`config.mk`:
```
export PLATFORM = sky130hd
export DESIGN_NAME = reel_spin_scheduler
export DESIGN_NICKNAME = d
export VERILOG_FILES = /design/src/rtl/reel_spin_scheduler.sv
export SDC_FILE = /design/constraint.sdc
export NUM_CORES = 1
export LEC_CHECK = 0
export CORE_UTILIZATION = 40
export CTS_CLUSTER_DIAMETER = 150
export DETAILED_ROUTE_END_ITERATION = 10
export PLACE_DENSITY = 0.55
export SYNTH_ARGS = -nofsm -noshare
export SYNTH_HDL_FRONTEND = slang
export SYNTH_SLANG_ARGS = --single-unit
```
`constraint.sdc`:
```
create_clock -name clk -period 3.9 [get_ports clk]
set_clock_uncertainty 0.15 [all_clocks]
set_input_delay 0.39 -clock clk [delete_from_list [all_inputs] [get_ports clk]]
set_output_delay 0.39 -clock clk [all_outputs]
set_load 0.01 [all_outputs]
```
`src/rtl/reel_spin_scheduler.sv`:
```
// Speed-profile sequencer for one slot-machine reel: accelerates, spins, decelerates
// and lands the reel on a symbol boundary by driving the reel clock divider's speed input.
module reel_spin_scheduler #(
  parameter int unsigned MAX_SPEED    = 50000000,
  parameter int unsigned TOP_SPEED    = 40,
  parameter int unsigned MIN_SPEED    = 2,
  parameter int unsigned STEP         = 2,
  parameter int unsigned TICK_CYCLES  = 5000000,
  parameter int unsigned SPIN_TICKS   = 20,
  parameter int unsigned LAND_TIMEOUT = 8
) (
  input  logic        clk,
  input  logic        rst,
  input  logic        start,
  input  logic        stop_req,
  input  logic        reel_tick,
  output logic [25:0] speed,
  output logic        run,
  output logic        busy,
  output logic        done,
  output logic        land_fault
);

  localparam int unsigned SPEED_W = 26;
  localparam int unsigned PRESC_W = (TICK_CYCLES > 2) ? $clog2(TICK_CYCLES) : 1;
  localparam int unsigned CNT_MAX = (SPIN_TICKS > LAND_TIMEOUT) ? SPIN_TICKS : LAND_TIMEOUT;
  localparam int unsigned CNT_W   = (CNT_MAX > 1) ? $clog2(CNT_MAX) : 1;

  localparam logic [SPEED_W-1:0] TOP_S      = SPEED_W'(TOP_SPEED);
  localparam logic [SPEED_W-1:0] MIN_S      = SPEED_W'(MIN_SPEED);
  localparam logic [SPEED_W:0]   STEP_W     = (SPEED_W + 1)'(STEP);
  localparam logic [SPEED_W:0]   DECEL_FLOOR = (SPEED_W + 1)'(MIN_SPEED) + STEP_W;
  localparam logic [PRESC_W-1:0] PRESC_LAST = PRESC_W'(TICK_CYCLES - 1);
  localparam logic [CNT_W-1:0]   SPIN_LAST  = CNT_W'(SPIN_TICKS - 1);
  localparam logic [CNT_W-1:0]   LAND_LAST  = CNT_W'(LAND_TIMEOUT - 1);

  typedef enum logic [2:0] {
    S_IDLE,
    S_ACCEL,
    S_SPIN,
    S_DECEL,
    S_LAND,
    S_FINISH
  } state_e;

  // Parameter sanity: the divider divides by speed, so a zero or out-of-range value is fatal.
  if (MIN_SPEED < 1) begin : g_bad_min
    $error("reel_spin_scheduler: MIN_SPEED must be >= 1");
  end
  if (MIN_SPEED > TOP_SPEED) begin : g_bad_range
    $error("reel_spin_scheduler: MIN_SPEED must not exceed TOP_SPEED");
  end
  if (TOP_SPEED > MAX_SPEED) begin : g_bad_top
    $error("reel_spin_scheduler: TOP_SPEED must not exceed MAX_SPEED");
  end
  if (STEP < 1) begin : g_bad_step
    $error("reel_spin_scheduler: STEP must be >= 1");
  end
  if (TICK_CYCLES < 2) begin : g_bad_tick
    $error("reel_spin_scheduler: TICK_CYCLES must be >= 2");
  end
  if (SPIN_TICKS < 1) begin : g_bad_spin
    $error("reel_spin_scheduler: SPIN_TICKS must be >= 1");
  end
  if (LAND_TIMEOUT < 1) begin : g_bad_land
    $error("reel_spin_scheduler: LAND_TIMEOUT must be >= 1");
  end

  state_e               state_q, state_d;
  logic [SPEED_W-1:0]   speed_q, speed_d;
  logic [CNT_W-1:0]     cnt_q, cnt_d;
  logic                 fault_q, fault_d;
  logic [PRESC_W-1:0]   presc_q, presc_d;
  logic [2:0]           reel_sync_q;

  logic                 tick;
  logic                 rise;
  logic                 start_accept;
  logic [SPEED_W:0]     accel_sum;
  logic [SPEED_W-1:0]   accel_speed;
  logic [SPEED_W:0]     decel_diff;
  logic [SPEED_W-1:0]   decel_speed;

  // reel_tick is asynchronous: two flops to synchronise, a third to find the rising edge.
  assign rise = reel_sync_q[1] & ~reel_sync_q[2];

  assign start_accept = (state_q == S_IDLE) && start;
  assign tick         = (presc_q == PRESC_LAST);

  always_comb begin
    presc_d = presc_q + 1'b1;
    if (start_accept || tick) begin
      presc_d = '0;
    end
  end

  // Arithmetic is one bit wider than speed so saturation never sees a wrapped value.
  assign accel_sum   = {1'b0, speed_q} + STEP_W;
  assign accel_speed = (accel_sum >= {1'b0, TOP_S}) ? TOP_S : accel_sum[SPEED_W-1:0];
  assign decel_diff  = {1'b0, speed_q} - STEP_W;
  assign decel_speed = ({1'b0, speed_q} >= DECEL_FLOOR) ? decel_diff[SPEED_W-1:0] : MIN_S;

  // NOTE: sequential state uses non-blocking assignments so every flop samples pre-edge values.
  always_ff @(posedge clk or negedge rst) begin
    if (!rst) begin
      state_q     <= S_IDLE;
      speed_q     <= MIN_S;
      cnt_q       <= '0;
      fault_q     <= 1'b0;
      presc_q     <= '0;
      reel_sync_q <= '0;
    end else begin
      state_q     <= state_d;
      speed_q     <= speed_d;
      cnt_q       <= cnt_d;
      fault_q     <= fault_d;
      presc_q     <= presc_d;
      reel_sync_q <= {reel_sync_q[1:0], reel_tick};
    end
  end

  // NOTE: every next-state value is defaulted to hold first, so no path can infer a latch.
  always_comb begin
    state_d = state_q;
    speed_d = speed_q;
    cnt_d   = cnt_q;
    fault_d = fault_q;

    unique case (state_q)
      S_IDLE: begin
        if (start) begin
          state_d = S_ACCEL;
          speed_d = MIN_S;
          cnt_d   = '0;
          fault_d = 1'b0;
        end
      end

      S_ACCEL: begin
        if (stop_req) begin
          state_d = S_DECEL;
        end else if (tick) begin
          speed_d = accel_speed;
          if (accel_speed == TOP_S) begin
            state_d = S_SPIN;
            cnt_d   = '0;
          end
        end
      end

      S_SPIN: begin
        if (stop_req) begin
          state_d = S_DECEL;
          cnt_d   = '0;
        end else if (tick) begin
          if (cnt_q == SPIN_LAST) begin
            state_d = S_DECEL;
            cnt_d   = '0;
          end else begin
            cnt_d = cnt_q + 1'b1;
          end
        end
      end

      S_DECEL: begin
        if (tick) begin
          speed_d = decel_speed;
          if (decel_speed == MIN_S) begin
            state_d = S_LAND;
            cnt_d   = '0;
          end
        end
      end

      S_LAND: begin
        speed_d = MIN_S;
        // A symbol-boundary rise wins over a coincident timeout.
        if (rise) begin
          state_d = S_FINISH;
        end else if (tick) begin
          if (cnt_q == LAND_LAST) begin
            state_d = S_FINISH;
            fault_d = 1'b1;
          end else begin
            cnt_d = cnt_q + 1'b1;
          end
        end
      end

      S_FINISH: begin
        state_d = S_IDLE;
      end

      default: begin
        state_d = S_IDLE;
        speed_d = MIN_S;
      end
    endcase
  end

  always_comb begin
    speed      = speed_q;
    land_fault = fault_q;
    busy       = (state_q != S_IDLE);
    done       = (state_q == S_FINISH);
    run        = (state_q == S_ACCEL) || (state_q == S_SPIN) ||
                 (state_q == S_DECEL) || (state_q == S_LAND);
  end

endmodule

```
==> Word level (Yosys, flattened, before mapping) <==
Cells that the tools add are included.
{ "word_totals": {"input_bits": 5, "output_inout_bits": 30, "regBits": 61} }
{ "op_classes": {"reduce_logical": 14, "magnitude_cmp": 2, "n_mux": 39, "bitwise": 3, "add_sub_neg": 4, "n_eq_ne": 26} }
{ "ops": {"columns": ["operator", "n"], "rows": [
  ["two-way mux 26 bit", 6],
  ["one-hot mux 26 bit (4 select lines)", 1],
  ["two-way mux 5 bit", 12],
  ["two-way mux 3 bit", 12],
  ["adder 26 x 2 -> 27 bit (second input constant)", 1],
  ["greater-or-equal comparator 27 x 6 -> 1 bit (second input constant)", 1],
  ["equality test 26 x 2 -> 1 bit (second input constant)", 1],
  ["equality test 26 x 6 -> 1 bit (second input constant)", 1],
  ["greater-or-equal comparator 26 x 3 -> 1 bit (second input constant)", 1],
  ["subtractor 26 x 2 -> 26 bit (second input constant)", 1],
  ["one-hot mux 5 bit (5 select lines)", 1],
  ["adder 23 x 1 -> 23 bit (second input constant)", 1],
  ["equality test 23 bit (second input constant)", 1],
  ["two-way mux 23 bit", 1],
  ["!= test 2 bit (second input constant)", 10],
  ["!= test 3 bit (second input constant)", 6],
  ["one-hot mux 3 bit (5 select lines)", 1],
  ["AND reduction 11 bit", 1],
  ["AND reduction 5 bit", 2],
  ["AND reduction 9 bit", 1],
  ["equality test 3 x 2 -> 1 bit (second input constant)", 2],
  ["equality test 3 bit (second input constant)", 2],
  ["adder 5 x 1 -> 5 bit (second input constant)", 1],
  ["equality test 5 x 3 -> 1 bit (second input constant)", 1],
  ["other kinds (13)", 20]
]} }

==> Depth between registers and ports, before layout <==
{ "depth": {"depth_word": 8, "depth_mapped": 12, "mapped_depth_nobuf": 10} }

==> Worst setup path after synthesis <==
No wires, ideal clock.
{ "synth_path": {"kind": "reg2reg", "startpoint": "register speed_q[14] (netlist: speed[14])", "endpoint": "register cnt_q[0]", "setup_slack_ps": 530, "synth_period_minus_slack_ps": 3370, "required_ps": 3625, "arrival_time_ps": 3095, "path_stages_with_launch": 11, "setup_time_ps": 125, "path_buffers": 2, "cell_sequence": "dfrtp_1 buf_4 or4_4 or4_4 a211oi_2 o32ai_1 nor4b_2 a31oi_1 or3_1 buf_2 mux2_4"} }
{ "synth_between": {"elab_chain_cells": 6} }
{ "synth_rtl": {"columns": ["element", "line", "rtl"], "rows": [
  ["start: declaration", "70", "logic [SPEED_W-1:0] speed_q, speed_d;"],
  ["start signal: assignment", "114", "speed_q <= speed_d;"],
  ["adder 26 x 2 -> 27 bit", "98", "assign accel_sum = {1'b0, speed_q} + STEP_W;"],
  ["greater-or-equal comparator 27 x 6 -> 1 bit", "99", "assign accel_speed = (accel_sum >= {1'b0, TOP_S}) ? TOP_S : accel_sum[SPEED_W-1:0];"],
  ["two-way mux 26 bit", "99", null],
  ["equality test 26 x 6 -> 1 bit", "144", "if (accel_speed == TOP_S) begin"],
  ["!= test 2 bit (no line)", null, null],
  ["AND reduction 11 bit (no line) *", null, null],
  ["end signal: assignment", "115", "cnt_q <= cnt_d;"],
  ["end: declaration", "71", "logic [CNT_W-1:0] cnt_q, cnt_d;"]
]} }
Every way passes the cells marked *; elsewhere a longest branch is shown, timed or not.
A chain may end at the register's enable or synchronous reset.

==> Worst setup path in the final report <==
{ "layout_path": {"startpoint": "register speed_q[15] (netlist: speed[15])", "endpoint": "register cnt_q[1]"} }
Same word-level chain as after synthesis.

==> out/metrics.csv <==
metric,value,unit
crit_path_top_delay_cell,or4_4,
yosysTopAreaCellShare,35.1,%
cp.required,3980,ps
root_buffer,clkbuf_8,
die_x,105,um
clock-sinks,61,
synthCells,532,
yosys.area_share.simple,29.6,%
synth_ff_type,dfrtp_1,
first_iter_violations,262,
timing.rr.end,cnt_q[1]$_DFFE_PN0P_,
rsz0062_at_grt,false,
clk_pin_slew_worst_paths,80,ps
postCtsSetupBuffers,0,
final.fill_count,1004,
rrSetupSlack,410,ps
dpl_cell_area,4800,um2
syn_avg_cell_area,8.04,um2
num_rows,37,
worst_pin_slew,963,ps
synth_compound_gate_area_share,19.8,%
synthToLayoutAreaGrowth,17.1,%
syn_area,4280,um2
dieHeight,105,um
synthMuxAreaShare,1.40,%
hold_path.class,in2async,
timing.rr.start,speed[15]$_DFFE_PN0P_,
cp_num_cells,8,
drive_above_1_share,9.57,%
seq_area,1530,um2
crit_chain,or4_4 -> or4_4 -> a211oi_2 -> o32ai_1 -> nor4b_2 -> a31oi_1 -> or3_1 -> mux2_4,
fmax,287,MHz
path_buf_inv,0,
async_flop_share,100,%
synth_top_cell_by_area,dfrtp_1,
multi_input_area,2520,um2
fin_util,48.5,%
ir_worst_vdd,0.337,mV
syn_nets,542,
drt_first_pass_iters,5,
crit_fanout,11,
max_cap_viol_count,0,
synthDistinctLibCells,60,
finalCritPeriodShare,89.4,%
synth_top_family_by_area,simple AND/OR/NAND/NOR gates,
fin_tns_setup,0,ps
finalPower,0.00467,W
ctsHtreeMaxLevel,3,
holdWs,40.4,ps
path_class,reg2reg,
gp_congestion,0.941,
vias,4144,
synth.yosys.seq_area_share,35.7,%
cts_hold_buf,0,
slowest_delay,600,ps
path_delay_family,simple AND/OR/NAND/NOR gates,
setup_viol,0,
synthXorXnorAreaFrac,6.35,%
cp.arrival,3570,ps
yosysWarnings,0,
n_antenna_cell,0,
netlist_top_cells_area,"dfrtp_1, nor2_1, o21ai_0, xor2_1, nand3_1",
cts_resized,0,
post-route-cell-area,5010,um2
routed_wl,12.1,mm
antenna_left,0,
fin_crit,3490,ps
maxSlewViolCount,0,
crit_start,speed[15]$_DFFE_PN0P_,
coreArea,10300,um2
cts_buffers,9,
endpoint,cnt_q[1]$_DFFE_PN0P_,
final-hold-violation-count,0,
grt_pass1_wl,20.2,mm
die-area,11100,um2
synth_fa_ha_area_share,1.46,%
p_per_area,932,nW/um2
synth-seq-cells,61,
wl_per_cell,17.2,um
clockBufferDepth,2,
r2r_cells,8,
io_pins,35,
cts_tree,done,
endpoint_kind,register,
track_usage,23.0,%
start_util,41.4,%
grt_antenna_before_repair,0,
power_leakage,2.04,nW
start_kind,register,
status,"complete, no violations",
grt_max_degree,43,
grt_overflow_total,0,
dp_hpwl,8.55,mm
grt_pass1_vias,3862,
synth_edf_count,0,
crit_top_cell,or4_4,
layout.nets,569,
portBuffers,34,
clock_latency,350,ps
viasPerCell,5.92,
post-route-drc-count,0,
max_slew_margin,35.8,%
[worst register-to-register path, cell delays in order (launching register included)]
cell and delay (ps):
dfrtp_1 490, or4_4 600, or4_4 550, a211oi_2 160, o32ai_1 110, nor4b_2 280
a31oi_1 190, or3_1 510, mux2_4 330
[area by class of cell]
| cell class | instances | share of cell area (%) |
|---|---|---|
| tap | 136 | 3.40 |
| clock inverter | 6 | 1.72 |
| clock buffer | 10 | 2.55 |
| timing repair buffer | 58 | 10.3 |
| sequential | 61 | 30.5 |
| inverter | 18 | 1.35 |
| multi-input combinational | 411 | 50.2 |
[routing by layer]
layer | up-vias | part of all wire [%] | global-route usage (%)
li1 | 2003 | - | -
met1 | 1969 | 48 | 33.8
met2 | 150 | 44 | 33.5
met5 | - | 0 | 0
met4 | 0 | 1.6 | 7.55
met3 | 22 | 6.6 | 4.58
[placed cells by master (no fill, tap or decap), types with 9 or more instances in the layout]
cell type / instances
a21oi_1: 18
buf_4: 24
clkbuf_8: 9
clkdlybuf4s50_1: 33
dfrtp_1: 60
inv_1: 18
nand2_1: 32
nand2b_1: 11
nand3_1: 27
nand4_1: 17
nor2_1: 76
nor3_1: 18
nor4_1: 13
o21ai_0: 37
o31ai_1: 10
o41ai_1: 10
or3_1: 9
xnor2_1: 15
xor2_1: 16
[flip-flops by register name (all words and copies together) (netlist names)]
| register | count |
|---|---|
| cnt_q | 5 |
| land_fault | 1 |
| state_q | 3 |
| speed | 26 |
| reel_sync_q | 3 |
| presc_q | 23 |
[where the power goes]
| group | switching (W) | internal [W] | total, W |
|---|---|---|---|
| clock | 0.000264 | 0.000360 | 0.000624 |
| combinational | 0.00159 | 0.00126 | 0.00285 |
| sequential | 0.000385 | 0.000810 | 0.00119 |
| total | 0.00224 | 0.00243 | 0.00467 |
[cells by family after synthesis]
kind of cell               count (synthesis)
AOI/OAI and AO/OA                        126
xor gates and xnor gates                  31
adders and majority gates                  5
buffers and inverters                     60
DFF                                       61
muxes                                      5
and+or+nand+nor                          244
[cell usage after synthesis (all sizes together) (4+ instances only)]
library cell,number
or3,9
xnor2,15
a31oi,8
and3,7
a2111oi,4
a21o,5
and2,4
or4,8
a211oi,6
nand3,27
a21oi,18
o21ai,37
ha,5
nand2,32
dfrtp,60
nor3,19
nand3b,4
inv,18
nor4b,4
nand4,17
nor4,14
nor2,76
buf,9
xor2,16
a211o,7
nand2b,11
o31ai,10
o41ai,10
clkbuf,33
[worst min-delay path by stage]
stage | from | end | slack [ps] | cells after the start
floorplan | rst | cnt_q[0]$_DFFE_PN0P_ | -60 | 0
global placement | reel_sync_q[0]$_DFF_PN0_ | reel_sync_q[1]$_DFF_PN0_ | 190 | 0
detailed placement | reel_sync_q[0]$_DFF_PN0_ | reel_sync_q[1]$_DFF_PN0_ | 190 | 0
CTS | rst | presc_q[2]$_DFF_PN0_ | 70 | 1
global route | rst | presc_q[2]$_DFF_PN0_ | 130 | 1
finish | rst | presc_q[2]$_DFF_PN0_ | 40 | 1
[stage by stage]
stage | worst slack, ps | std cells
global route | 224 | 700
CTS | 443 | 700
global placement | 352 | 684
floorplan | 530 | 532
detailed placement | 463 | 684
finish | 412 | 700
Power figures use the tool's default switching activity.
==> patch 1, RTL diff (same settings) <==
Add an input register stage for `start`, `stop_req` and `reel_tick`, with the module's reset; this delays them by one clock.
--- a/src/rtl/reel_spin_scheduler.sv
+++ b/src/rtl/reel_spin_scheduler.sv
@@ -45,2 +45,18 @@
 
+  logic start_q;
+  logic stop_req_q;
+  logic reel_tick_q;
+
+  always_ff @(posedge clk or negedge rst) begin
+    if (!rst) begin
+      start_q     <= '0;
+      stop_req_q  <= '0;
+      reel_tick_q <= '0;
+    end else begin
+      start_q     <= start;
+      stop_req_q  <= stop_req;
+      reel_tick_q <= reel_tick;
+    end
+  end
+
   // Parameter sanity: the divider divides by speed, so a zero or out-of-range value is fatal.
@@ -86,3 +102,3 @@
 
-  assign start_accept = (state_q == S_IDLE) && start;
+  assign start_accept = (state_q == S_IDLE) && start_q;
   assign tick         = (presc_q == PRESC_LAST);
@@ -117,3 +133,3 @@
       presc_q     <= presc_d;
-      reel_sync_q <= {reel_sync_q[1:0], reel_tick};
+      reel_sync_q <= {reel_sync_q[1:0], reel_tick_q};
     end
@@ -130,3 +146,3 @@
       S_IDLE: begin
-        if (start) begin
+        if (start_q) begin
           state_d = S_ACCEL;
@@ -139,3 +155,3 @@
       S_ACCEL: begin
-        if (stop_req) begin
+        if (stop_req_q) begin
           state_d = S_DECEL;
@@ -151,3 +167,3 @@
       S_SPIN: begin
-        if (stop_req) begin
+        if (stop_req_q) begin
           state_d = S_DECEL;
Formal check against the unedited RTL: not equivalent (a bounded check fails within 4 cycles, from zero or initial values and one cycle with rst low).
==> patch 1 against the original RTL <==
Worst setup slack improved by 0.050 ns. Wire length decreased by 8.5%. Cell area decreased by 0.62%. Sequential cell count increased by 3. Power increased by 2.3%. Synthesized area increased by 2.2%. Non-clock buffer count decreased by 16. Largest cell class unchanged.
==> patch 1: results (changes against the original RTL) <==
| Metric | Value |
|---|---|
| Async set or reset register ratio after synthesis | 100% (unchanged) |
| Psw | 2.34 mW (+4.7%) |
| Cell Area, Placed | 4750 µm² (-1.1%) |
| Vias in the first global route | 3668 (-5.0%) |
| Final GP Congestion | 0.921 (-2.1%) |
| First drt pass iteration count | 5 (unchanged) |
| Max IR drop VDD | 524 µV (+56%) |
| Largest net degree at the start of global routing | 34 (-21%) |
| Routed wire length | 11000 µm (-8.5%) |
| Vias/cell | 5.84 (-1.4%) |
| Worst slew margin | 47.9% (+12 points) |
| TritonCTS buffer count | 9 (unchanged) |
| HPWL after detailed placement | 7800 µm (-8.8%) |
| Hold/Removal Path Class | register to register |
| Synthesized area per cell | 8.44 µm² (+5.0%) |
| Layout cells sized above 1 | 10.6% (+1.0 points) |
| Crit-path max FO | 13 (+2) |
| Synth cell types | 65 (+8.3%) |
| Period utilization | 88.1% (-1.3 points) |
| Critical Path AT | 3.54 ns (-0.03 ns) |
| Leakage | 2.05 nW (+0.67%) |
| DR iter-0 viols | 281 (+7.3%) |
| Top post-synthesis cells by area | dfrtp_1, nor2_1, o21ai_0 |
| Layout fillers | 1044 (+4.0%) |
| Final nets | 542 (-4.7%) |
| Port bufs | 34 (unchanged) |
| Logic pwr share | 60.2% (-0.9 points) |
| Most frequent cells after synthesis | nor2_1, dfrtp_1, o21ai_0, nand2_1, nand3_1 |
| Run status | finished, final reports clean |
| Dpl ws | 0.501 ns (+0.0385 ns) |
| Inst Count DP | 656 (-4.1%) |
| Post-route insts no fill | 673 (-3.9%) |
| All-Layer GR Usage | 20.8% (-2.2 points) |
| Register area share after synthesis | 36.7% (+0.95 points) |
| Post-CTS Setup Bufs | 0 (unchanged) |
| Number of synthesis warnings | 0 (unchanged) |
| Reg clk slew, reported paths | 0.08 ns (about the same) |
| H-tree levels | 3 (unchanged) |
| Clock latency on the worst-skew pair | 0.36 ns |
| Global-route wire length before repair | 18700 µm (-7.3%) |
| Syn nets | 528 (-2.6%) |
==> patch 1: cell type report <==
| cell class | count | area (µm²) | share of cell area [%] |
|---|---|---|---|
| inverter | 14 | 52.6 | 1.06 |
| clock inverter | 7 | 100 | 2.01 |
| timing repair buffer | 42 | 398 | 7.99 |
| clock buffer | 9 | 124 | 2.49 |
| multi-input combinational | 401 | 2530 | 50.9 |
| tap | 136 | 170 | 3.42 |
| sequential | 64 | 1600 | 32.2 |
==> patch 1: final timing paths <==
| kind | from | end | slack, ns | depth (start not counted) |
|---|---|---|---|---|
| worst max register to register | speed[1]$_DFFE_PN1P_ | cnt_q[0]$_DFFE_PN0P_ | 0.46 | 9 |
| worst min register to register | reel_sync_q[0]$_DFF_PN0_ | reel_sync_q[1]$_DFF_PN0_ | 0.21 | 0 |
| max in group asynchronous | rst | speed[1]$_DFFE_PN1P_ | 2.19 | 3 |
| min in group asynchronous | rst | presc_q[1]$_DFF_PN0_ | 0.48 | 2 |
| worst min-delay path | reel_sync_q[0]$_DFF_PN0_ | reel_sync_q[1]$_DFF_PN0_ | 0.21 | 0 |
| worst max-delay path | speed[1]$_DFFE_PN1P_ | cnt_q[0]$_DFFE_PN0P_ | 0.46 | 9 |
==> patch 1: layer usage <==
| layer | wire length (µm) | GRT usage [%] |
|---|---|---|
| met5 | 0 | 0 |
| met3 | 483 | 4.60 |
| met2 | 5210 | 33.1 |
| met4 | 109 | 5.87 |
| met1 | 5240 | 28.3 |
==> patch 1: logic make-up after synthesis <==
group | synth area share, %
DFF | 36.7
AOI/OAI and AO/OA | 19.5
adders and majority gates | 1.43
buffers and inverters | 5.41
muxes | 1.60
xor gates and xnor gates | 5.41
and+or+nand+nor | 29.9
==> patch 1: repair_timing <==
| action | CTS | global route |
|---|---|---|
| hold endpoints to repair | 31 | 0 |
| endpoints found under the setup margin | 0 | 0 |
| gates resized for setup | 0 | 0 |
| hold buffers | 1 | 0 |
==> patch 1: worst max-delay path: stages (launching register included) <==
cell and delay (ns):
dfstp_2 0.67, ha_1 0.28, and4_1 0.26, and4_1 0.36, and3_1 0.20, a31oi_1 0.08
or4_4 0.56, nor3_4 0.21, a21o_2 0.24, mux2_4 0.31
==> patch 1: power groups by stage <==
stage,Combinational (mW),Clock [mW],Sequential [mW]
global placement,2.84,0,1.24
finish,2.88,0.668,1.23
global route,3.18,0.715,1.27
CTS,2.88,0.688,1.23
floorplan,2.34,0,1.01
detailed placement,2.87,0,1.24
==> patch 2, RTL diff (same flow settings) <==
Without the edit above. `LAND_TIMEOUT`: 8 -> 4.
--- a/src/rtl/reel_spin_scheduler.sv
+++ b/src/rtl/reel_spin_scheduler.sv
@@ -9,3 +9,3 @@
   parameter int unsigned SPIN_TICKS   = 20,
-  parameter int unsigned LAND_TIMEOUT = 8
+  parameter int unsigned LAND_TIMEOUT = 4
 ) (
Check against the original RTL: no difference found for any inputs over 10 cycles, from zero or initial values and one cycle with rst low; that may be too few to reach the edited logic, so the function may still have changed.
==> patch 2 against the original RTL <==
Sequential power shrank 23%. Synthesized area grew 1.1%. Cell area grew 2.6%. Highest routed layer unchanged. Power shrank 28%. Non-clock buffer count grew 6. Sequential cell count is the same. Synthesized cell count shrank 0.75%. Combinational power shrank 37%. Worst setup slack lost 0.17 ns. Wire length grew 5.3%. Sequential share of layout area shrank 0.77 points.
==> patch 2: results (changes against the original RTL) <==
| Metric | Value |
|---|---|
| Slowest stage cell, crit path | dfrtp_1 |
| Register area share after synthesis | 35.3% (-0.37 points) |
| Run status | finished, final reports clean |
| P_comb | 1.79 mW (-37%) |
| Max stage delay on crit path | 0.62 ns (+0.02 ns) |
| Syn nets | 538 (-0.74%) |
| Post-synthesis mux area share | 1.22% (-0.19 points) |
| Crit-path max FO | 14 (+3) |
| DR iter-0 viols | 198 (-24%) |
| Routed wire length | 12700 µm (+5.3%) |
| CP Capture Point | cnt_q[0]$_DFFE_PN0P_ |
| Sequential share of power | 27.1% (+1.5 points) |
| Switching Fraction | 45.3% (-2.6 points) |
| Hold/Removal Path Class | register to register |
| Global-route wire length before repair | 21300 µm (+5.8%) |
| Final GP Congestion | 0.878 (-6.7%) |
| Leakage | 2.07 nW (+1.5%) |
| Crit. Startpoint | speed[2]$_DFFE_PN0P_ |
| Most frequent cells after synthesis | dfrtp_1, nor2_1, nand2_1, o21ai_1, nand3_1 |
| Via count | 4139 (-0.12%) |
| Post-synthesis xor/xnor area fraction | 5.47% (-0.88 points) |
| All-Layer GR Usage | 24.6% (+1.6 points) |
| Synth Area in Adders | 1.45% (-0.015 points) |
| Power, Total | 3.38 mW (-28%) |
| Synth cell types | 75 (+25%) |
| Final nets | 578 (+1.6%) |
| Reg2Reg Depth | 9 (+1) |
| Max IR drop VDD | 337 µV (about the same) |
| Top post-synthesis cells by area | dfrtp_1, nor2_1, o21ai_1 |
## patch 2: per-layer routing
metal / vias to the layer above / global-route usage [%] / part of all wire, %
met5: - / 0 / 0
met4: 0 / 12.3 / 3.4
met3: 26 / 4.54 / 5.7
met2: 122 / 39.6 / 47
met1: 1962 / 31.8 / 44
li1: 2029 / - / -
## patch 2: logic make-up after synthesis
family | Yosys count
compound gates | 136
simple gates | 239
fa+ha+maj | 5
flops | 61
xor+xnor | 27
buf+inv | 55
mux | 5
## patch 2: cell type report
type	instances	area, µm²
fillers	1016	5280
multi-input cells	412	2570
flip-flops and latches	61	1530
repair buffers	64	563
well taps	136	170
clock buffers	11	151
clock inverters	5	82.6
inverters	20	75.1
## patch 2: through the flow
step / cells / setup slack (ns)
after floorplan: 528 / 0.639
after global placement: 692 / 0.333
after detailed placement: 692 / 0.359
after CTS: 709 / 0.341
after global routing: 709 / 0.0463
final: 709 / 0.246
## patch 2: how the worst min path moves through the flow
stage / startpoint / endpoint / slack [ns] / depth (start not counted)
3_5_place_dp: reel_sync_q[0]$_DFF_PN0_ / reel_sync_q[1]$_DFF_PN0_ / 0.19 / 0
2_1_floorplan: rst / cnt_q[0]$_DFFE_PN0P_ / -0.06 / 0
3_3_place_gp: reel_sync_q[0]$_DFF_PN0_ / reel_sync_q[1]$_DFF_PN0_ / 0.20 / 0
5_1_grt: reel_sync_q[0]$_DFF_PN0_ / reel_sync_q[1]$_DFF_PN0_ / 0.21 / 0
6_report: reel_sync_q[0]$_DFF_PN0_ / reel_sync_q[1]$_DFF_PN0_ / 0.20 / 0
4_1_cts: reel_sync_q[0]$_DFF_PN0_ / reel_sync_q[1]$_DFF_PN0_ / 0.21 / 0
## patch 2: repair_timing
action	in CTS	in global routing
hold endpoints to repair	31	0
hold buffers	1	0
setup buffers	0	0
